--- src/rtl/pick_voq_core.sv ---
// VOQ selector for one crossbar ingress: picks the egress to dequeue from,
// round-robin or priority, with zero-latency selection and registered config.
module pick_voq_core (
   input  logic       clk,
   input  logic       reset,
   input  logic [1:0] start_voq_num,
   input  logic [3:0] voq_empty,
   input  logic [3:0] voq_picked,
   input  logic       policy,
   input  logic [7:0] prio,
   output logic       no_available_voq,
   output logic [1:0] voq_to_pick
);

   logic       r_policy_q;
   logic [7:0] r_prio_q;

   logic [3:0] w_avail;
   logic       w_found;
   logic [1:0] w_pick;
   logic [1:0] w_best;
   logic [1:0] w_idx;
   logic [1:0] w_pri;

   always_ff @(posedge clk) begin
      if (reset) begin
         r_policy_q <= 1'b0;
         r_prio_q   <= 8'h00;
      end else begin
         r_policy_q <= policy;
         r_prio_q   <= prio;
      end
   end

   assign w_avail = ~voq_empty & ~voq_picked;

   // One scan in search order serves both policies: in RR every candidate
   // has priority 0, and the strict '>' keeps the earliest on ties.
   always_comb begin
      w_found = 1'b0;
      w_pick  = 2'b00;
      w_best  = 2'b00;
      w_idx   = 2'b00;
      w_pri   = 2'b00;
      for (int k = 0; k < 4; k++) begin
         w_idx = start_voq_num + 2'(k);
         w_pri = r_policy_q ? r_prio_q[{w_idx, 1'b0} +: 2] : 2'b00;
         if (w_avail[w_idx] && (!w_found || (w_pri > w_best))) begin
            w_found = 1'b1;
            w_pick  = w_idx;
            w_best  = w_pri;
         end
      end
   end

   assign no_available_voq = ~w_found;
   assign voq_to_pick      = w_found ? w_pick : 2'b00;

endmodule

--- config.mk ---
export PLATFORM = sky130hd
export DESIGN_NAME = pick_voq_core
export DESIGN_NICKNAME = d
export VERILOG_FILES = /design/src/rtl/pick_voq_core.sv
export SDC_FILE = /design/constraint.sdc
export NUM_CORES = 1
export LEC_CHECK = 0
export CELL_PAD_IN_SITES_DETAIL_PLACEMENT = 0
export CELL_PAD_IN_SITES_GLOBAL_PLACEMENT = 2
export CORE_MARGIN = 2
export CORE_UTILIZATION = 26
export DETAILED_ROUTE_END_ITERATION = 7
export PLACE_DENSITY = 0.85
export SLEW_MARGIN = 25
export SYNTH_ARGS = -nofsm -noshare
export SYNTH_HDL_FRONTEND = slang
export SYNTH_SLANG_ARGS = --single-unit
--- constraint.sdc ---
create_clock -name clk -period 6.2 [get_ports clk]
set_input_delay 1.24 -clock clk [delete_from_list [all_inputs] [get_ports clk]]
set_output_delay 1.24 -clock clk [all_outputs]
set_load 0.005 [all_outputs]
# After elaboration in Yosys (flattened, before gate mapping)
# Cells that the tools add are included.
op_classes:
  n_mux: 24
  magnitude_cmp: 7
  n_shift: 4
  addsub: 3
  n_bitwise: 4
  reduce_logical: 9
ops:
  columns: ["op", "count"]
  rows:
  - ["$shiftx A8 B4 Y2", 4]
  - ["$mux W2", 12]
  - ["$lt A2 B3 Y1 const B", 4]
  - ["$bmux W1 S2", 4]
  - ["$mux W1", 8]
  - ["$not A4 Y4", 2]
  - ["$gt A2 B2 Y1", 3]
  - ["$add A2 B2 Y2 const B", 2]
  - ["$and A4 B4 Y4", 1]
  - ["$logic_and A1 B1 Y1", 3]
  - ["$logic_not A1 Y1", 3]
  - ["$logic_or A1 B1 Y1", 3]
  - ["$add A2 B1 Y2 const B", 1]
  - ["$not A1 Y1", 1]
totals:
  wordCells: 53
  inputBits: 21
  output_inout_bits: 3
  reg_bits: 9

# Depth between registers and ports, before layout
# Gate-level depths: netlist of the first run.
logic_depth:
  word_depth: 18
  mapped_depth: 25
  ltp_nobuf: 24

# Least setup slack after synthesis of the first run
# Ideal clock, no wire load.
synth_path:
  kind: "input to output"
  start: "in start_voq_num[1]"
  end: "out voq_to_pick[0]"
  setup_slack_ns: -0.438
  t_arrival_ns: 5.398
  t_required_ns: 4.960
  path_stages: 23
  path_cell_list: "buf_2 mux4_2 nand2_1 inv_1 ha_1 nor2b_1 o21ai_0 a22oi_2 mux2_4 ha_1 nor2b_1 a2bb2oi_1 a31oi_1 o22ai_2 nand2_1 o21a_1 ha_1 nor2b_1 a2bb2oi_1 a41oi_1 a211o_1 o21a_1 mux2i_1"
synth_via:
  elab_chain_len: 16
synth_lines:
  columns: ["item", "line", "source"]
  rows:
  - ["from (decl)", "6", "input logic [1:0] start_voq_num,"]
  - ["$add A2 B1 Y2, or another cell as far along", "46", "w_idx = start_voq_num + 2'(k);"]
  - ["$shiftx A8 B4 Y2, or another cell as far along", "47", "w_pri = r_policy_q ? r_prio_q[{w_idx, 1'b0} +: 2] : 2'b00;"]
  - ["$mux W2, or another cell as far along", "47", null]
  - ["$gt A2 B2 Y1 / $logic_not A1 Y1 (equally long branches)", "48", "if (w_avail[w_idx] && (!w_found || (w_pri > w_best))) begin"]
  - ["$logic_or A1 B1 Y1", "48", null]
  - ["$logic_and A1 B1 Y1", "48", null]
  - ["$mux W2 / $mux W1 (equally long branches)", "48", null]
  - ["$gt A2 B2 Y1 / $logic_not A1 Y1 (equally long branches)", "48", null]
  - ["$logic_or A1 B1 Y1", "48", null]
  - ["$logic_and A1 B1 Y1", "48", null]
  - ["$mux W2 / $mux W1 (equally long branches)", "48", null]
  - ["$gt A2 B2 Y1 / $logic_not A1 Y1 (equally long branches)", "48", null]
  - ["$logic_or A1 B1 Y1", "48", null]
  - ["$logic_and A1 B1 Y1", "48", null]
  - ["$mux W2 / $mux W1 (equally long branches)", "48", null]
  - ["$mux W2 *", "57", "assign voq_to_pick = w_found ? w_pick : 2'b00;"]
  - ["to (decl)", "12", "output logic [1:0] voq_to_pick"]
# Every way passes the cells marked *; elsewhere a longest branch is shown, timed or not. The select of a mux whose other input is x is not followed.

# Final worst setup path of the first run
layout_path:
  start: "in start_voq_num[0]"
  end: "out voq_to_pick[0]"
# Same word-level chain as after synthesis.

==> impl_results.md, run 1 <==
- Status: finished with violations
- Failing checks: setup timing
- Clock share of power: 0.244
- Layout Cells excl Fill: 248
- Worst stage delay on the critical path: 340 ps
- Final HPWL DP: 2156 um
- Worst Path Max Fanout: 5
- Bufs on Longest Clock Path: 2
- Async S/R FF share, synth: 0
- Worst path slowest cell: a211o_1
- Std cell rows: 22
- Post-Place Setup Slack: -1681 ps
- Initial antenna violation count: 0
- Register area share after synthesis: 0.1885
- Sw Share: 0.2915
- Final Hold Fails: 0
- Tmin final: 7008 ps
- Post-synthesis cell type count: 36
- Placed cells: 206
- Nature of the critical path endpoint: output port
- Most used cell, CP: nor2b_4
- # nets final: 228
- Pint: 187.2 uW
- GRT Overall Usage: 0.1731
- Die area: 4178 sq um
- First-pass GRT wire length: between 5000 and 6000 um
- Synthesized instance count: approximately 110
- Kind of critical path: primary input to output port
- Share of post-route cells with drive strength above 1: 0.5900
- Setup violations, final: 2
- Part of the power in registers: 0.243
- Worst Hold Class: primary input to flop
- Pwr Density: 130.2 nW/um^2
- Antenna Violating Nets Remaining: 0
- Critical Path RT: between 4000 and 5000 ps
- Yosys warns: 0
- Syn_nets: 133
- Iter 0 DRT Violations: 59
- Post-synth top area share: 0.1885
- Combinational Power Share: 0.513
- DRC viols: 0
- Mapped Area: roughly 960 sq um
- P_sw: 76.99 uW
- Via Count: around 1.3k
- Gp weighted congestion: slightly above 0.8
- Clock sinks: 9
- Register area: 180.2 sq um
- # port buffers: 23
- Hold path depth: 2
- Max-slew violations: 0
- Initial core utilization: 0.2651
- Main flop type after synthesis: dfxtp_1
- Worst-margin pin slew: 555.6 ps
- Pin count of the biggest net entering global routing: 12
- Hold buffer count at cts: 0
- Overflow after GRT: 0
- Max cap viols: 0
- Drt total wl: 3629 um
- Unrepaired setup endpoints after global routing: true
- Post-synth EDFFs: 0
- Hold endpoint: r_prio_q[4]$_SDFF_PP0_
- Fmax: 142.7 MHz
- Cts bufs inserted: 3
- Filler cell count: 311
- H-tree depth: 1
- Final WS setup: -808.0 ps
- Area grow syn2layout: 112.3%
- DRT Pass-1 Iters: 4
- Vias per inst: about 5.1
- Area occupied by multi-input gates: 937.1 sq um
- Arr. time, crit path: approximately 5800 ps
- Die extent in x: 64.64 um
- Root Driver: clkbuf_8
- Startpoint Class: primary input
- Antenna diodes: 0
- Vias in the first global route: 1296
- DIE HEIGHT: 64.64 um
- Core Region: 3606 sq um
- Peak supply drop: 0.0001153 V
- Most instantiated cells after synthesis: nor2b_1 (13), nand2_1 (12), dfxtp_1 (9)
- Flops & latches, synth: 9
- Lkg Pwr: 0.0009203 uW
- Hold path start: prio[4]
- Main area contributors after synthesis: dfxtp_1 (19%), mux4_2 (9.4%), nor2b_1 (8.5%), ha_1 (7.9%), mux2i_1 (5.2%)
- Mean Syn Cell Area: 9.018 sq um
- Leading area contributor after synthesis: dfxtp_1
- I/O pins: 24
- Clk slew on worst S/H paths: about 40 ps
- Cell with the most instances after synthesis: nor2b_1
- Relative slew margins: 0.6274
- Tcrit/Tclk final: 1.130
- Wire length per cell: 14.63 um
- CTS tree: built
[power by group through the flow]
stage                     clock (uW)  sequential (uW)  combinational [uW]
final                           64.5             64.2                 135
after global routing            70.7             64.5                 143
after CTS                       66.7             63.9                 116
after detailed placement           0             64.9                90.3
after global placement             0             64.5                89.1
after floorplan                    0             64.0                45.7
[cells in the final DEF (no fill, tap or decap), drive strengths merged, types with 3 or more instances in the layout]
cell type      synthesis  routed
a21oi                  4       4
a2bb2oi                4       4
a31oi                  4       4
buf                    4      77
clkbuf                 0       5
clkdlybuf4s15          0       3
clkdlybuf4s50          0      11
dfxtp                  9       9
ha                     6       6
inv                    5       5
mux2                   3       3
mux2i                  5       5
mux4                   5       5
nand2                 12      12
nor2                   4       4
nor2b                 13      13
nor3                   4       4
nor4                   3       3
[logic make-up after synthesis]
family | synth area share
flops | 0.1885
mux | 0.2173
fa+ha+maj | 0.07853
simple gates | 0.2173
compound gates | 0.2461
buf+inv | 0.05235
[layout make-up]
cell class / instances / share of cell area
Timing Repair Buffer: 94 / 0.3884
Multi-Input combinational cell: 88 / 0.4618
Clock buffer: 4 / 0.02219
Tap cell: 48 / 0.02959
Inverter: 5 / 0.009248
Sequential cell: 9 / 0.08878
[layer usage]
layer  share of wire  vias up  wire (um)  track usage
met2            0.56       32       2045       0.3464
met3           0.034       12        125      0.02257
met5               0        -          0            0
met4           0.029        0        106      0.08511
li1                -      595          -            -
met1            0.37      636       1351       0.1723
[how the worst max path moves through the flow]
stage                     startpoint        endpoint  slack, ps  cells after the start
finish              start_voq_num[0]  voq_to_pick[0]       -810                     29
global placement    start_voq_num[0]  voq_to_pick[0]      -1510                     28
global route        start_voq_num[0]  voq_to_pick[0]       -970                     29
floorplan           start_voq_num[1]  voq_to_pick[0]       -270                     23
CTS                 start_voq_num[0]  voq_to_pick[0]       -580                     28
detailed placement  start_voq_num[0]  voq_to_pick[0]      -1680                     26
[critical path: cells and delay by family]
family	cells	cell delay (ps)
simple gates	5	620
buf+inv	7	880
compound gates	11	1760
fa+ha+maj	3	760
mux	3	510
[per-stage QoR]
stage	total power, uW	area [sq um]	TNS (ps)	hold slack [ps]	util
after detailed placement	155.2	1489	-3334	1802	0.4129
after floorplan	109.7	992.2	-461.5	1312	-
after CTS	246.9	1917	-986.6	1563	0.5316
after global placement	153.6	1489	-3009	1799	0.4129
final	264.1	2029	-1576	1567	0.5628
after global routing	278.2	2029	-1885	1567	0.5628
[sequential cells by signal, summed over array words and instances, names as in the netlist]
name / count
r_policy_q: 1
r_prio_q: 8
[repair_timing]
item                       4_1_cts  5_1_grt
buffers inserted                31        6
setup endpoints to repair        2        2
gates resized for setup         67       14
cloned                           1        0
pin swaps                       19       11
No activity file was read; power rests on OpenSTA's default activity.
==> run 2: changes to the inputs <==
Settings changed: RECOVER_POWER set to 50.
==> run 2 against run 1 <==
Compared with the run above: the flow still finishes with violations (setup timing); utilization unchanged; combinational power about the same; flip-flop and latch count unchanged; clock-buffer cell count is the same; die area is the same; via count stayed put; sequential share of layout area did not move; non-clock buffer count is the same; critical path depth did not move; worst hold slack did not move; wire length stayed put.
==> impl_results.md, run 2 (synthesis gave the netlist of run 1 again) <==
- Wire length per cell: 14.63 um (unchanged)
- Delay-heaviest family, CP: compound AO/OA/AOI/OAI gates
- Pwr Density: 130.1 nW/um^2 (about the same)
- Share of post-route cells with drive strength above 1: 0.5900 (unchanged)
- Drt total wl: 3629 um (unchanged)
- Final HPWL DP: 2156 um (unchanged)
- I/O pins: 24 (unchanged)
- Worst path slowest cell: a211o_1
- H-tree depth: 1 (unchanged)
- Max cap viols: 0 (unchanged)
- Regs by FF count: r_prio_q (8), r_policy_q (1)
- Worst-margin pin slew: 555.6 ps (unchanged)
- Most common cell after layout, fill and taps aside: buf_4
- Antenna Violating Nets Remaining: 0 (unchanged)
- Gp weighted congestion: 0.8219 (unchanged)
- Part of the power in registers: 0.243 (about the same)
- GRT Overall Usage: 0.1731 (unchanged)
- CTS tree: built
- Die extent in x: 64.64 um (unchanged)
- Fmax: 142.7 MHz (unchanged)
- Relative slew margins: 0.6274 (unchanged)
- CP Depth: 29 (unchanged)
- Sw Share: 0.2916 (about the same)
- DRT Pass-1 Iters: 4 (unchanged)
- Setup violations, final: 2 (unchanged)
- DRC viols: 0 (unchanged)
- Layout Cells excl Fill: 248 (unchanged)
- Total power: 264.0 uW (about the same)
- Initial antenna violation count: 0 (unchanged)
- Tmin final: 7008 ps (unchanged)
- Critical Path RT: 4960 ps (about the same)
- Arr. time, crit path: 5770 ps (about the same)
- Root Driver: clkbuf_8
- Status: finished with violations
- Unrepaired setup endpoints after global routing: true
- Filler cell count: 311 (unchanged)
- Startpoint Class: primary input
- Peak supply drop: 0.0001153 V (about the same)
- Max-slew violations: 0 (unchanged)
- Worst stage delay on the critical path: 340 ps (about the same)
- Most used cell, CP: nor2b_4
- Vias per inst: 5.141 (unchanged)
- Core Region: 3606 sq um (unchanged)
- Overflow after GRT: 0 (unchanged)
- Combinational Power Share: 0.513 (about the same)
- Area grow syn2layout: 112.3% (unchanged)
- Clk slew on worst S/H paths: 40 ps (about the same)
- Iter 0 DRT Violations: 59 (unchanged)
- Placed cells: 206 (unchanged)
- Final Hold Fails: 0 (unchanged)
- DIE HEIGHT: 64.64 um (unchanged)
- Pin count of the biggest net entering global routing: 12 (unchanged)
- Reg with most FFs: r_prio_q
- Clock sinks: 9 (unchanged)
- Bufs on Longest Clock Path: 2 (unchanged)
- Fin util: 0.5628 (unchanged)
- Nature of the critical path endpoint: output port
- # port buffers: 23 (unchanged)
- Worst setup path endpoint: voq_to_pick[0]
- Setup crit start: start_voq_num[0]
- Die area: 4178 sq um (unchanged)
- Std cell rows: 22 (unchanged)
- Max reg flops: 8 (unchanged)
- Worst Path Max Fanout: 5 (unchanged)
- Kind of critical path: primary input to output port
- Antenna diodes: 0 (unchanged)
- First-pass GRT wire length: 5602 um (unchanged)
- Most frequent cells in the layout: buf_4 (64), nand2_1 (10), nor2b_1 (10), clkdlybuf4s50_1 (10), dfxtp_1 (9)
- Via Count: 1275 (unchanged)
- Lkg Pwr: 0.0009206 uW (about the same)
- Tcrit/Tclk final: 1.130 (unchanged)
- Clock share of power: 0.244 (about the same)
- # nets final: 228 (unchanged)
- Buf/Inv on CP: 7 (unchanged)
- Worst Hold Class: primary input to flop
- Vias in the first global route: 1296 (unchanged)
- Failing checks: setup timing
- Cts bufs inserted: 3 (unchanged)
- Pint: 187.0 uW (about the same)
- P_sw: 76.99 uW (unchanged)
- Final WS setup: -808.0 ps (unchanged)
- Initial core utilization: 0.2651 (unchanged)
run 2: cell count changes in the layout (fill, tap and decap cells not counted), sizes merged:
| cell | before | now |
|---|---|---|
| clkdlybuf4s50 | 11 | 10 |
| dlygate4sd3 | 0 | 1 |
run 2: worst min path at each step:
stage | start | to | slack [ps] | depth (start not counted)
3_3_place_gp | prio[6] | r_prio_q[6]$_SDFF_PP0_ | 1800 | 2
5_1_grt | prio[4] | r_prio_q[4]$_SDFF_PP0_ | 1570 | 2
6_report | prio[4] | r_prio_q[4]$_SDFF_PP0_ | 1570 | 2
4_1_cts | prio[4] | r_prio_q[4]$_SDFF_PP0_ | 1560 | 2
2_1_floorplan | reset | r_policy_q$_SDFF_PP0_ | 1310 | 1
3_5_place_dp | prio[4] | r_prio_q[4]$_SDFF_PP0_ | 1800 | 2
run 2: repair_timing:
action                     in CTS  in global routing
setup endpoints to repair       2                  2
gates resized for setup        67                 14
pin swaps                      19                 11
cloned                          1                  0
hold buffers                    0                  0
setup buffers                  31                  6
run 2: power groups by stage:
stage          registers [uW]  logic, uW  clock network [uW]
2_1_floorplan            64.0       45.7                   0
3_3_place_gp             64.5       89.1                   0
3_5_place_dp             64.9       90.3                   0
4_1_cts                  63.9        116                66.7
5_1_grt                  64.5        143                70.7
6_report                 64.2        135                64.5
run 2: cell type report:
class / instances / area (sq um) / area share
Sequential cell: 9 / 180.2 / 0.08878
Clock buffer: 4 / 45.04 / 0.02219
Timing Repair Buffer: 94 / 788.3 / 0.3884
Tap cell: 48 / 60.06 / 0.02959
Inverter: 5 / 18.77 / 0.009248
Multi-Input combinational cell: 88 / 937.1 / 0.4618
run 2: stage by stage:
| step | instance area, sq um | setup WS [ps] | hold slack, ps | TNS, ps |
|---|---|---|---|---|
| 6_report | 2029 | -808.0 | 1567 | -1576 |
| 5_1_grt | 2029 | -974.9 | 1567 | -1885 |
| 4_1_cts | 1917 | -584.5 | 1563 | -986.6 |
| 3_5_place_dp | 1489 | -1681 | 1802 | -3334 |
| 3_3_place_gp | 1489 | -1506 | 1799 | -3009 |
| 2_1_floorplan | 992.2 | -274.7 | 1312 | -461.5 |
run 2: metal layers:
| layer | share of wire | vias up | GRT usage |
|---|---|---|---|
| met1 | 0.37 | 636 | 0.1723 |
| li1 | - | 595 | - |
| met5 | 0 | - | 0 |
| met3 | 0.034 | 12 | 0.02257 |
| met2 | 0.56 | 32 | 0.3464 |
| met4 | 0.029 | 0 | 0.08511 |
